File: src/rtl/reorder_buffer.sv
// Reorder buffer: allocates tags at dispatch, captures out-of-order ALU/MUL results,
// and retires entries strictly in program order onto the register-bank write port.
module reorder_buffer #(
    parameter int REG_ADDRESS_SIZE = 5,
    parameter int REG_SIZE         = 32,
    parameter int ID_SIZE          = 3
) (
    input  logic                        clk,
    input  logic                        reset,
    input  logic                        RB_alloc,
    input  logic [REG_ADDRESS_SIZE-1:0] RB_dest,
    input  logic                        RB_w,
    input  logic                        RB_alu_valid,
    input  logic [ID_SIZE-1:0]          RB_alu_id,
    input  logic [REG_SIZE-1:0]         RB_alu_value,
    input  logic                        RB_mul_valid,
    input  logic [ID_SIZE-1:0]          RB_mul_id,
    input  logic [REG_SIZE-1:0]         RB_mul_value,
    output logic                        RB_stall,
    output logic [ID_SIZE-1:0]          RB_tail,
    output logic [REG_ADDRESS_SIZE-1:0] RB_Wat,
    output logic [REG_SIZE-1:0]         RB_Wvalue,
    output logic                        RB_We,
    output logic [ID_SIZE:0]            RB_count
);

    localparam int ENTRIES = 1 << ID_SIZE;
    localparam logic [ID_SIZE:0] FULL_COUNT = {1'b1, {ID_SIZE{1'b0}}};

    logic [ENTRIES-1:0]          busy;
    logic [ENTRIES-1:0]          done;
    logic [ENTRIES-1:0]          w_flag;
    logic [REG_ADDRESS_SIZE-1:0] dest  [ENTRIES];
    logic [REG_SIZE-1:0]         value [ENTRIES];

    logic [ID_SIZE-1:0] head;
    logic [ID_SIZE-1:0] tail;
    logic [ID_SIZE:0]   count;

    logic               alloc_fire;
    logic               retire_fire;
    logic [ENTRIES-1:0] alu_hit;
    logic [ENTRIES-1:0] mul_hit;

    assign RB_stall    = (count == FULL_COUNT);
    assign alloc_fire  = RB_alloc && !RB_stall;
    assign retire_fire = (count != '0) && done[head];
    assign RB_tail     = tail;
    assign RB_count    = count;

    // Completions only land on entries that are currently in flight.
    always_comb begin
        alu_hit = '0;
        mul_hit = '0;
        for (int i = 0; i < ENTRIES; i++) begin
            alu_hit[i] = RB_alu_valid && (RB_alu_id == ID_SIZE'(i)) && busy[i];
            mul_hit[i] = RB_mul_valid && (RB_mul_id == ID_SIZE'(i)) && busy[i];
        end
    end

    always_ff @(posedge clk) begin
        if (!reset) begin
            head  <= '0;
            tail  <= '0;
            count <= '0;
        end else begin
            if (alloc_fire) begin
                tail <= tail + 1'b1;
            end
            if (retire_fire) begin
                head <= head + 1'b1;
            end
            case ({alloc_fire, retire_fire})
                2'b10:   count <= count + 1'b1;
                2'b01:   count <= count - 1'b1;
                default: count <= count;
            endcase
        end
    end

    // Later assignments take priority: retire clears, then a fresh allocation claims the slot.
    always_ff @(posedge clk) begin
        if (!reset) begin
            busy <= '0;
            done <= '0;
        end else begin
            for (int i = 0; i < ENTRIES; i++) begin
                if (alu_hit[i] || mul_hit[i]) begin
                    done[i] <= 1'b1;
                end
                if (retire_fire && (head == ID_SIZE'(i))) begin
                    busy[i] <= 1'b0;
                    done[i] <= 1'b0;
                end
                if (alloc_fire && (tail == ID_SIZE'(i))) begin
                    busy[i] <= 1'b1;
                    done[i] <= 1'b0;
                end
            end
        end
    end

    // Payload needs no reset; busy/done gate every use. ALU overrides MUL on a tag collision.
    always_ff @(posedge clk) begin
        for (int i = 0; i < ENTRIES; i++) begin
            if (mul_hit[i]) begin
                value[i] <= RB_mul_value;
            end
            if (alu_hit[i]) begin
                value[i] <= RB_alu_value;
            end
            if (alloc_fire && (tail == ID_SIZE'(i))) begin
                dest[i]   <= RB_dest;
                w_flag[i] <= RB_w;
            end
        end
    end

    always_ff @(posedge clk) begin
        if (!reset) begin
            RB_We     <= 1'b0;
            RB_Wat    <= '0;
            RB_Wvalue <= '0;
        end else if (retire_fire) begin
            RB_We     <= w_flag[head];
            RB_Wat    <= dest[head];
            RB_Wvalue <= value[head];
        end else begin
            RB_We <= 1'b0;
        end
    end

endmodule

File: config.mk
export PLATFORM = sky130hd
export DESIGN_NAME = reorder_buffer
export DESIGN_NICKNAME = d
export VERILOG_FILES = /design/src/rtl/reorder_buffer.sv
export SDC_FILE = /design/constraint.sdc
export NUM_CORES = 1
export LEC_CHECK = 0
export ABC_CLOCK_PERIOD_IN_PS = 4230
export CORE_ASPECT_RATIO = 1.2
export CORE_MARGIN = 4
export CORE_UTILIZATION = 55
export CTS_BUF_LIST = sky130_fd_sc_hd__clkbuf_4 sky130_fd_sc_hd__clkbuf_8
export CTS_CLUSTER_SIZE = 10
export DETAILED_ROUTE_END_ITERATION = 16
export PLACE_DENSITY = 0.83
export SYNTH_ARGS = -nofsm -noshare
export SYNTH_HDL_FRONTEND = slang
export SYNTH_SLANG_ARGS = --single-unit
File: constraint.sdc
create_clock -name clk -period 4.23 [get_ports clk]
set_clock_uncertainty 0.2 [all_clocks]
set_input_delay 0.423 -clock clk [delete_from_list [all_inputs] [get_ports clk]]
set_output_delay 0.423 -clock clk [all_outputs]
set_load 0.02 [all_outputs]
==> results of run 1 <==
final timing paths:
check             slack (ns)             to  cells past startpoint     startpoint
hold / removal          0.25  RB_Wvalue[31]                      3          reset
setup / recovery        1.04    RB_count[2]                     11        head[2]
hold reg to reg         0.26  RB_Wvalue[17]                      2  RB_Wvalue[17]
setup reg to reg        1.04    RB_count[2]                     11        head[2]
stage by stage:
step | utilization [%] | setup WS [ns]
floorplan | - | 1.299
global placement | 61.19 | 1.009
detailed placement | 61.19 | 0.9542
CTS | 65.33 | 1.043
global route | 65.36 | 0.8299
finish | 65.36 | 1.037
report_power, final:
part,internal (mW),leakage [nW],switching (mW)
clock,1.93,0.683,1.38
sequential,3.96,3.26,0.0210
combinational,0.223,2.81,0.221
logic make-up after synthesis:
group | after synthesis | synth area share, %
and+or+nand+nor | 115 | 3.521
xor gates and xnor gates | 4 | 0.2004
DFF | 368 | 59.53
adders and majority gates | 15 | 1.073
muxes | 411 | 28.22
buffers and inverters | 89 | 2.419
AOI/OAI and AO/OA | 118 | 5.030
critical path, delay by kind of cell (launching register included):
family          cells  cell delay (ns)
compound gates      3             0.70
flops               1             0.69
simple gates        2             0.53
fa+ha+maj           2             0.43
buf+inv             2             0.31
xor+xnor            2             0.26
state kept, by name, summed over array words and instances (netlist names):
name       flops
done           8
RB_count       4
head           3
RB_Wat         5
value        256
dest          40
RB_tail        3
busy           8
w_flag         8
RB_Wvalue     32
RB_We          1
layout make-up:
cell class | count | area [sq um]
well taps | 401 | 501.7
inverters | 13 | 48.80
multi-input cells | 663 | 6710
clock inverters | 14 | 167.7
flip-flops and latches | 368 | 10420
fillers | 2203 | 10860
diodes | 3 | 7.507
clock buffers | 94 | 1131
repair buffers | 156 | 1509
placed cells by master, fill, tap and decap left out, types with 7 or more instances in the layout:
cell / instances
clkbuf_8: 68
dfxtp_1: 61
clkbuf_4: 26
mux2i_1: 115
edfxtp_1: 304
inv_1: 11
o21ai_0: 7
nor2b_1: 7
ha_1: 15
mux2_2: 256
nand2_1: 55
clkdlybuf4s50_1: 125
mux4_2: 40
o211ai_1: 39
buf_4: 29
nor2_1: 8
a22oi_1: 37
layer usage:
metal	vias to the layer above	track usage (%)	share of wire [%]
li1	4723	-	-
met5	-	0	0.031
met2	410	42.13	52
met4	2	9.501	3.4
met3	92	3.877	5.9
met1	5407	30.37	39
==> metrics.txt, run 1 <==
status finished clean; Slew Limit Fails 0; Synth top cells by count 304 x edfxtp_1, 256 x mux2_2, 115 x mux2i_1; final setup fails 0; vias in the first global route 11311; Max-Cap Viols 0; post_cts resized 0; # rows 71; clk slew on worst S/H paths 0.06 ns; Cells after DPL 1601; Post-Syn Instances 1120; DP Wirelength 24670 um; CP peak stage delay 0.69 ns; leakage 6.748 nW; top-count cell post-synth edfxtp_1; ANT nets after route 0; initial antenna violation count 4; hold slack 0.2500 ns; Die X 170.8 um; synthesized area 0.01749 sq mm; number of iterations in the first detailed-routing pass 5; Hold Buf Count CTS 0; Buffers on Ports 126; vias 10634; TritonCTS clock tree done; Worst Setup Start Kind flip-flop; Num CTS Buffers 57; Initial Util 55.76%; top post-synthesis cells by area edfxtp_1 52%, mux2_2 16%, dfxtp_1 7.3%; post-DR wirelength/cell 24.24 um; CP endpoint kind flip-flop; top-area cell type share of the netlist area 52.21%; Crit path required time 4.55 ns; Die Y 203.3 um; share of cells above drive strength 1 34.94%; Total Routed Length 41500 um; crit path cell chain inv_1 > a2111oi_2 > or3_2 > inv_2 > ha_1 > xor2_1 > ha_1 > a21oi_1 > xor2_1 > or3_1 > a21oi_1; Worst Path Arrival 3.51 ns; mean post-synth cell area 15.61 sq um; final hold viol count 0; first-pass GRT wire length 65120 um; Root Driver clkbuf_8; Layout Cells excl Fill 1712; Worst Max-Slew Pin Slew 1.003 ns; Detailed Route Iter0 Violations 933; post-route design area 0.02049 sq mm; Pwr Total 7.733 mW; Final Cycle Share 75.49%; worst skew pair latency 0.61 ns; Placed Instance Area 0.01919 sq mm; area leader, netlist edfxtp_1; H-tree levels 2; Async S/R FF share, synth 0%; slowest cell on the critical path dfxtp_2; flops & latches, synth 368; io pins 127; post-CTS setup buffer count 0; Clock Path Buffers 3; clk sink count 368; number of remaining DRC errors 0; Synth Warn # 0; Core Footprint 0.03136 sq mm; Final #Nets 1355; syn nets 1216; Total Negative Setup Slacks 0 ns; pin count of the biggest net entering global routing 71; Period minus WS final 3.193 ns; Placer Congestion 0.8260; area grow syn2layout 17.21%; unrepaired setup endpoints after global routing no; Unique masters post-synth 55; Post-synth EDFFs 304; grt ovf 0; CP Max Fanout 21; maximum VDD drop 0.2613 mV; Primary FF master, synth edfxtp_1; number of vias per cell 6.211; register area share after synthesis 59.53%; PwrDens 377.3 mW/mm^2; GRT Util Overall 24.22%; worst hold path class in2reg; Die ar. 0.03472 sq mm; Fmax 313.2 MHz; critical path type reg2reg; max_slew headroom 33.16%
No activity file was read; power rests on OpenSTA's default activity.
==> inputs of run 2 (changes only) <==
Settings changed: ABC_CLOCK_PERIOD_IN_PS 4230 to 2550, PLACE_DENSITY 0.83 to 0.86.
Clock period 4.23 ns to 2.55 ns, I/O delays scaled along.
==> run 2 against run 1 <==
Effect of this change:
- the flow now finishes with violations (negative setup slack)
- register-to-register slack worse by 1.2 ns
- worst hold slack got worse by 0.051 ns
- cell count increased by 2.9%
- first-iteration DRC count increased by 6.3%
- routed wire length rose by 3.6%
- critical path type unchanged
- critical endpoint unchanged
- largest power group unchanged
==> metrics.txt, run 2 (synthesis gave the netlist of run 1 again) <==
GRT Util Overall 24.67% (+0.45 points); number of iterations in the first detailed-routing pass 6 (+1); Worst Setup Start Kind flip-flop; Total Routed Length 43000 um (+3.6%); CP dominant cell by count a21oi_2; switching share of power 21.31% (+0.33 points); initial antenna violation count 2 (-2); M2 GR Usage 43.37% (+1.2 points); vias 10861 (+2.1%); most frequent cells in the layout 304 x edfxtp_1, 256 x mux2_2, 124 x clkdlybuf4s50_1; Initial Util 55.76% (unchanged); Final #Nets 1408 (+3.9%); Die Y 203.3 um (unchanged); pin count of the biggest net entering global routing 93 (+31%); crit path cell chain mux4_2 > nor2_4 > or3_4 > inv_4 > ha_4 > xor2_2 > ha_2 > a21oi_2 > xor2_1 > or3_1 > a21oi_2; first-pass GRT wire length 66380 um (+1.9%); Clock Path Buffers 3 (unchanged); met1 GRT Util 30.11% (-0.25 points); Largest register FFs 256 (unchanged); share of cells above drive strength 1 38.29% (+3.4 points); worst skew pair latency 0.61 ns (about the same); max_slew headroom 43.35% (+10 points); Period minus WS final 2.692 ns (-0.5010 ns); number of remaining DRC errors 0 (unchanged); Die ar. 0.03472 sq mm (unchanged); post-route design area 0.02116 sq mm (+3.3%); Pwr Total 12.46 mW (+61%); critical path type reg2reg; met3 Use GR 4.537% (+0.66 points); slowest cell on the critical path mux4_2; worst hold path class in2reg; DP Wirelength 26690 um (+8.2%); Psw 2.656 mW (+64%); CP Max Fanout 6 (-71%); Int Pwr 9.805 mW (+60%); PwrDens 588.8 mW/mm^2 (+56%); # rows 71 (unchanged); Final Cycle Share 105.6% (+30 points); number of vias per cell 6.168 (-0.71%); clk sink count 368 (unchanged); maximum VDD drop 0.3785 mV (+45%); GRT Max-Usage Layer met2; leakage 7.049 nW (+4.5%); Crit path required time 2.88 ns (-1.67 ns); Detailed Route Iter0 Violations 992 (+6.3%); Placer Congestion 0.8372 (+1.4%); Core Footprint 0.03136 sq mm (unchanged); Worst Max-Slew Pin Slew 0.8498 ns (-0.1528 ns); Largest regs value (256), dest (40), RB_Wvalue (32); Placed Instance Area 0.01986 sq mm (+3.5%); ANT nets after route 0 (unchanged); most common cell after layout, fill and taps aside edfxtp_1; Die X 170.8 um (unchanged); post-DR wirelength/cell 24.42 um (+0.72%); Slew Limit Fails 0 (unchanged); grt ovf 0 (unchanged); H-tree levels 2 (unchanged); largest reg by FF count value; area grow syn2layout 21.02%; Buffers on Ports 126 (unchanged); io pins 127 (unchanged); status complete, but fails checks; Clk network pwr share 40.6% (-2.2 points); CP endpoint kind flip-flop; TritonCTS clock tree done; CP peak stage delay 0.55 ns (-0.14 ns); vias in the first global route 11772 (+4.1%); combinational fraction of design power 6.4% (+0.7 points); Num CTS Buffers 56 (-1.8%); Seq pwr share 52.9% (+1.4 points); final setup fails 2 (+2); final hold viol count 0 (unchanged); Worst Path Arrival 3.02 ns (-0.49 ns); Max-Cap Viols 0 (unchanged); Fmax 371.4 MHz (+19%); violated checks negative setup slack; clk slew on worst S/H paths 0.07 ns (about the same); Root Driver clkbuf_8; post-route setup slack -0.1423 ns (-1.179 ns); unrepaired setup endpoints after global routing yes; Fillers 2097 (-4.8%)
==> run 2: cell types whose count changed in the layout (fill, tap and decap cells not counted), sizes merged <==
cell           change
clkdlybuf4s50      -1
diode              -1
inv                +1
clkbuf             -3
clkinvlp           -2
bufinv             -3
dlygate4sd3        +1
clkinv             +3
buf               +54
==> run 2: path summary, 6_finish.rpt <==
path | from | end | slack [ns] | cells past startpoint
worst max-delay path | head[0] | RB_count[2] | -0.14 | 11
worst min-delay path | RB_dest[4] | dest[0][4] | 0.20 | 1
worst max register to register | head[0] | RB_count[2] | -0.14 | 11
worst min register to register | RB_Wvalue[6] | RB_Wvalue[6] | 0.26 | 2
==> run 2: per-stage QoR <==
step	cells	setup WS [ns]	hold WS (ns)	setup TNS [ns]	utilization (%)
2_1_floorplan	1120	-0.1758	0.1539	-0.3403	-
3_3_place_gp	1646	-0.1381	0.2462	-0.1413	63.33
3_5_place_dp	1646	-0.1754	0.2555	-0.6841	63.33
4_1_cts	1758	-0.05423	0.1866	-0.05526	67.37
5_1_grt	1761	-0.2365	0.1978	-0.4218	67.48
6_report	1761	-0.1423	0.1994	-0.1898	67.48
==> run 2: area by class of cell <==
class | count | area, sq um | share of cell area (%)
Sequential cell | 368 | 10420 | 49.26
Multi-Input combinational cell | 663 | 6774 | 32.01
Timing Repair Buffer | 210 | 2216 | 10.47
Clock buffer | 91 | 1102 | 5.209
Tap cell | 401 | 501.7 | 2.371
Clock inverter | 13 | 85.08 | 0.4021
Inverter | 13 | 53.80 | 0.2542
Antenna cell | 2 | 5.005 | 0.02365
==> run 2: critical path, delay by kind of cell, from the launching register on <==
family                     cells  cell delay (ns)
AOI/OAI and AO/OA              2             0.24
xor gates and xnor gates       2             0.24
adders and majority gates      2             0.35
buffers and inverters          1             0.05
DFF                            1             0.39
muxes                          1             0.55
and+or+nand+nor                3             0.60
==> run 2: power by group through the flow <==
stage	logic, mW	registers, mW	clock network [mW]
floorplan	0.378	6.73	0
global placement	0.744	6.72	0
detailed placement	0.778	6.72	0
CTS	0.794	6.60	5.13
global route	0.861	6.60	5.43
finish	0.802	6.60	5.06
==> run 2: timing repair <==
item	CTS	global route
gates resized for setup	7	6
pin swaps	4	1
hold buffers	1	0
buffers inserted	7	1
hold endpoints to repair	17	0
setup endpoints to repair	3	7
==> run 2: layer usage <==
metal,share of wire (%),vias to the layer above
li1,-,4832
met1,38,5515
met2,53,421
met3,6.2,93
met4,3.3,0
met5,0,-
